[src/rtl/bist_pkg.sv]
// Shared constants for the full-adder BIST chain: FSM states, MISR geometry,
// default seed/golden signature and session length.
package bist_pkg;

  typedef enum logic [1:0] {
    ST_IDLE,
    ST_COMPACT,
    ST_COMPARE,
    ST_DONE
  } state_e;

  localparam int MISR_W = 4;
  // Bit positions that receive the s3 feedback (n0 and n1).
  localparam logic [MISR_W-1:0] MISR_FB_TAPS = 4'b0011;
  localparam logic [MISR_W-1:0] DEF_SEED     = 4'h0;
  localparam logic [MISR_W-1:0] DEF_GOLDEN   = 4'hB;
  localparam int DEF_PAT_CNT = 8;

  function automatic logic [MISR_W-1:0] misr_next(input logic [MISR_W-1:0] s,
                                                  input logic [1:0]        d);
    logic [MISR_W-1:0] fb;
    fb = s[MISR_W-1] ? MISR_FB_TAPS : '0;
    return {s[MISR_W-2:0], 1'b0} ^ fb ^ {{(MISR_W-2){1'b0}}, d};
  endfunction

endpackage

[src/rtl/bist_misr.sv]
// 4-bit multiple-input signature register with synchronous seed load and
// shift enable; load has priority over shift.
module bist_misr
  import bist_pkg::*;
#(
  parameter int                SIG_W = MISR_W,
  parameter logic [SIG_W-1:0]  SEED  = DEF_SEED
) (
  input  logic             clk,
  input  logic             rst_n,
  input  logic             load,
  input  logic             shift,
  input  logic [1:0]       d,
  output logic [SIG_W-1:0] sig
);

  logic [SIG_W-1:0] sig_q;
  logic [SIG_W-1:0] sig_d;

  always_comb begin
    sig_d = sig_q;
    if (load) begin
      sig_d = SEED;
    end else if (shift) begin
      sig_d = misr_next(sig_q, d);
    end
  end

  always_ff @(posedge clk or negedge rst_n) begin
    if (!rst_n) begin
      sig_q <= SEED;
    end else begin
      sig_q <= sig_d;
    end
  end

  assign sig = sig_q;

endmodule

[src/rtl/bist_ora.sv]
// Output response analyser: compacts PAT_CNT sum/cout responses into a MISR
// and compares the final signature against GOLDEN.
module bist_ora
  import bist_pkg::*;
#(
  parameter int               SIG_W   = MISR_W,
  parameter int               PAT_CNT = DEF_PAT_CNT,
  parameter logic [SIG_W-1:0] SEED    = DEF_SEED,
  parameter logic [SIG_W-1:0] GOLDEN  = DEF_GOLDEN
) (
  input  logic                         clk,
  input  logic                         rst_n,
  input  logic                         start,
  input  logic                         in_valid,
  input  logic                         sum,
  input  logic                         cout,
  output logic                         busy,
  output logic                         done,
  output logic                         pass,
  output logic                         fail,
  output logic [SIG_W-1:0]             signature,
  output logic [$clog2(PAT_CNT+1)-1:0] resp_cnt
);

  localparam int CNT_W = $clog2(PAT_CNT + 1);
  localparam logic [CNT_W-1:0] CNT_MAX  = CNT_W'(PAT_CNT);
  localparam logic [CNT_W-1:0] CNT_LAST = CNT_W'(PAT_CNT - 1);

  state_e           state_q, state_d;
  logic [CNT_W-1:0] cnt_q, cnt_d;
  logic             busy_q, busy_d;
  logic             done_q, done_d;
  logic             pass_q, pass_d;
  logic             fail_q, fail_d;
  logic             misr_load;
  logic             misr_shift;
  logic [SIG_W-1:0] sig;

  bist_misr #(
    .SIG_W (SIG_W),
    .SEED  (SEED)
  ) u_misr (
    .clk   (clk),
    .rst_n (rst_n),
    .load  (misr_load),
    .shift (misr_shift),
    .d     ({cout, sum}),
    .sig   (sig)
  );

  // start in IDLE/DONE wins over a coincident in_valid; start elsewhere is ignored.
  always_comb begin
    state_d    = state_q;
    cnt_d      = cnt_q;
    busy_d     = busy_q;
    done_d     = done_q;
    pass_d     = pass_q;
    fail_d     = fail_q;
    misr_load  = 1'b0;
    misr_shift = 1'b0;
    case (state_q)
      ST_IDLE, ST_DONE: begin
        if (start) begin
          misr_load = 1'b1;
          cnt_d     = '0;
          busy_d    = 1'b1;
          done_d    = 1'b0;
          pass_d    = 1'b0;
          fail_d    = 1'b0;
          state_d   = ST_COMPACT;
        end
      end
      ST_COMPACT: begin
        if (in_valid) begin
          misr_shift = 1'b1;
          cnt_d      = (cnt_q < CNT_MAX) ? cnt_q + 1'b1 : cnt_q;
          if (cnt_q == CNT_LAST) begin
            state_d = ST_COMPARE;
          end
        end
      end
      ST_COMPARE: begin
        pass_d  = (sig == GOLDEN);
        fail_d  = (sig != GOLDEN);
        done_d  = 1'b1;
        busy_d  = 1'b0;
        state_d = ST_DONE;
      end
      default: begin
        state_d = ST_IDLE;
      end
    endcase
  end

  always_ff @(posedge clk or negedge rst_n) begin
    if (!rst_n) begin
      state_q <= ST_IDLE;
      cnt_q   <= '0;
      busy_q  <= 1'b0;
      done_q  <= 1'b0;
      pass_q  <= 1'b0;
      fail_q  <= 1'b0;
    end else begin
      state_q <= state_d;
      cnt_q   <= cnt_d;
      busy_q  <= busy_d;
      done_q  <= done_d;
      pass_q  <= pass_d;
      fail_q  <= fail_d;
    end
  end

  assign busy      = busy_q;
  assign done      = done_q;
  assign pass      = pass_q;
  assign fail      = fail_q;
  assign signature = sig;
  assign resp_cnt  = cnt_q;

endmodule

[config.mk]
export PLATFORM = sky130hd
export DESIGN_NAME = bist_ora
export DESIGN_NICKNAME = d
export VERILOG_FILES = /design/src/rtl/bist_pkg.sv /design/src/rtl/bist_misr.sv /design/src/rtl/bist_ora.sv
export SDC_FILE = /design/constraint.sdc
export NUM_CORES = 1
export LEC_CHECK = 0
export CAP_MARGIN = 20
export CORE_MARGIN = 2
export CORE_UTILIZATION = 40
export CTS_CLUSTER_DIAMETER = 40
export DETAILED_ROUTE_END_ITERATION = 10
export PLACE_DENSITY = 0.66
export SYNTH_ARGS = -nofsm -noshare
export SYNTH_HDL_FRONTEND = slang
export SYNTH_SLANG_ARGS = --single-unit
[constraint.sdc]
create_clock -name clk -period 1.8 [get_ports clk]
set_clock_uncertainty 0.15 [all_clocks]
set_input_delay 0.36 -clock clk [delete_from_list [all_inputs] [get_ports clk]]
set_output_delay 0.36 -clock clk [all_outputs]
set_load 0.01 [all_outputs]
==> metrics.yaml <==
synth_warnings: 0
report.final.slew_viol_count: 0
cp.required_ps: 1290
diodes: 0
drt_pre_antenna_iters: 4
final_core_util_pct: 55.3
clk_latency_ps: 270
die_h_um: 49.3
grt_max_degree: 15
yosysSeqAreaShare_pct: 42.6
ant_nets: 0
nets: 114
status: "complete, no violations"
root_buffer: "clkbuf_4"
seqCellArea_um2: 354
leakage_uw: 0.000473
drc: 0
drive_gt1_share_pct: 20.6
die-area_um2: 2430
syn_to_final_growth_pct: 30.7
tightest_slew_ps: 322
cts.htree.levels: 1
critPathKind: "flip-flop to output port"
crit_buf_inv: 1
synth_edf_count: 0
grt_pass1_vias: 666
critPathMaxStageDelay_ps: 550
cp_slowest_cell: "clkdlybuf4s50_1"
fill_cells: 187
setup_tns_ps: 0
hold_viol: 0
synth.avg_cell_area_um2: 10.4
initial_utilization_pct: 42.3
fin_crit_ps: 1750
powerDensity_nw_per_um2: 1230
synth_most_common_cell: "dfrtp_1"
grt_setup_unrepaired: "no"
synth_top_area_share_pct: 42.6
synth_seq_cells: 14
grt-ovfl-total: 0
relSlewSlack_pct: 78.5
synth_common_cells: "dfrtp_1, a21oi_1, nand2_1, nor2_1"
setup_violations: 0
fin_crit_sh_pct: 97.2
syn_inst: 79
cts_buffers: 3
design_area_um2: 1070
r2r_slack_ps: 190
drtIter0Drc: 9
chipWidth_um: 49.3
via_per_inst: 5.19
fin_cells: 129
maxCapViolCount: 0
synthArstFlopShare_pct: 100
clkTransAtPathRegs_ps: 80
synth_ff_type: "dfrtp_1"
r2r_end: "resp_cnt[1]"
grt_first_pass_wirelength_mm: 2.95
rows: 16
grt_usage_pct: 16.1
clockBufferDepth: 2
coreArea_um2: 1940
antenna_found_initial: 0
cp_cell_sequence: "clkdlybuf4s50_1"
cts_tree: "done"
synth_top_cell_by_area: "dfrtp_1"
clock_sinks: 14
endpoint_kind: "output port"
dp_hpwl_mm: 1.24
arrival_ps: 1240
crit_family: "buffers and inverters"
worstReg2RegStart: "state_q[1]"
wl_per_cell_um: 12.9
whs_ps: 234
synthTopCellsByArea: "dfrtp_1, ha_1, mux2i_1, a21oi_1, buf_6"
timing.fmax_mhz: 572
vdd_drop_max_uv: 701
port_buffers: 17
startpoint_type: "flip-flop"
finalWirelength_mm: 1.66
syn_nets: 89
dp.cells: 123
worstRegToRegCells: 5
hp-class: "primary input to asynchronous set/reset pin"
globalplace.congestion: 0.750
critPathMaxFanout: 7
ioPinCount: 18
ys_types: 35
netlist_area_um2: 822
multi_input_area_um2: 432
vias: 670
place_area_um2: 1020
-- kinds of logic after synthesis --
logic type / Yosys count / share of synthesized area (%)
muxes: 4 / 4.87
DFF: 14 / 42.6
buffers and inverters: 6 / 4.87
adders and majority gates: 4 / 6.09
and+or+nand+nor: 30 / 24.1
xor gates and xnor gates: 2 / 2.13
AOI/OAI and AO/OA: 19 / 15.4
-- where the power goes --
group / internal, uW / leakage [uW] / switching, uW / total, uW
sequential: 393 / 0.000172 / 70.5 / 463
clock: 77.5 / 0.0000138 / 94.3 / 172
combinational: 353 / 0.000287 / 335 / 688
-- flip-flops by register name, indices dropped and copies added, names as in the netlist --
signal / flops
resp_cnt: 4
u_misr.sig: 4
state_q: 2
busy: 1
done: 1
fail: 1
pass: 1
-- stage by stage --
stage	setup WS (ps)	power [uW]
floorplan	287	913
global placement	97.4	1110
detailed placement	63.4	1120
CTS	23.4	1310
global route	2.92	1440
finish	50.5	1320
-- cells in the final DEF (no fill, tap or decap), drive strengths merged --
master and n:
a211oi 1, a21oi 7, a221oi 1, a32o 1, and2 2, and2b 1
and3 1, and4 2, buf 7, clkbuf 3, clkdlybuf4s50 16, dfrtp 14
dlymetal6s2s 1, ha 4, inv 2, mux2i 4, nand2 5, nand2b 1
nand3 1, nand3b 3, nand4b 2, nor2 5, nor2b 2, nor3 3
nor3b 1, o211ai 2, o21ai 4, o311ai 1, o31ai 1, o32ai 1
or2 1, xnor2 1, xor2 1
-- worst max path at each step --
stage / cells after the start / slack (ps) / start / end
after global routing: 1 / 3 / u_misr.sig[0] / signature[0]
after detailed placement: 4 / 60 / in_valid / state_q[1]
after global placement: 4 / 100 / in_valid / state_q[1]
after CTS: 1 / 20 / resp_cnt[0] / resp_cnt[0]
final: 1 / 50 / resp_cnt[3] / resp_cnt[3]
after floorplan: 6 / 290 / state_q[0] / resp_cnt[1]
-- final cells by class --
class                           count  area share, %
Multi-Input combinational cell     59           40.2
Tap cell                           27           3.14
Timing Repair Buffer               24           21.0
Inverter                            2          0.698
Clock buffer                        3           2.10
Sequential cell                    14           32.9
-- repair_timing --
item                                    4_1_cts  5_1_grt
hold buffers                                  0        0
pin swaps                                     0        0
resized for setup                             2        2
endpoints found under the setup margin        3        3
buffers inserted                              1        2
-- routing by layer --
metal  part of all wire, %  GRT usage [%]  vias to the layer above
li1                      -              -                      337
met4                  0.90           4.29                        0
met5                     0              0                        -
met2                    48           25.7                       11
met3                   4.6           5.83                        2
met1                    46           20.5                      320
Note: power is estimated with default switching activity, not from simulation.
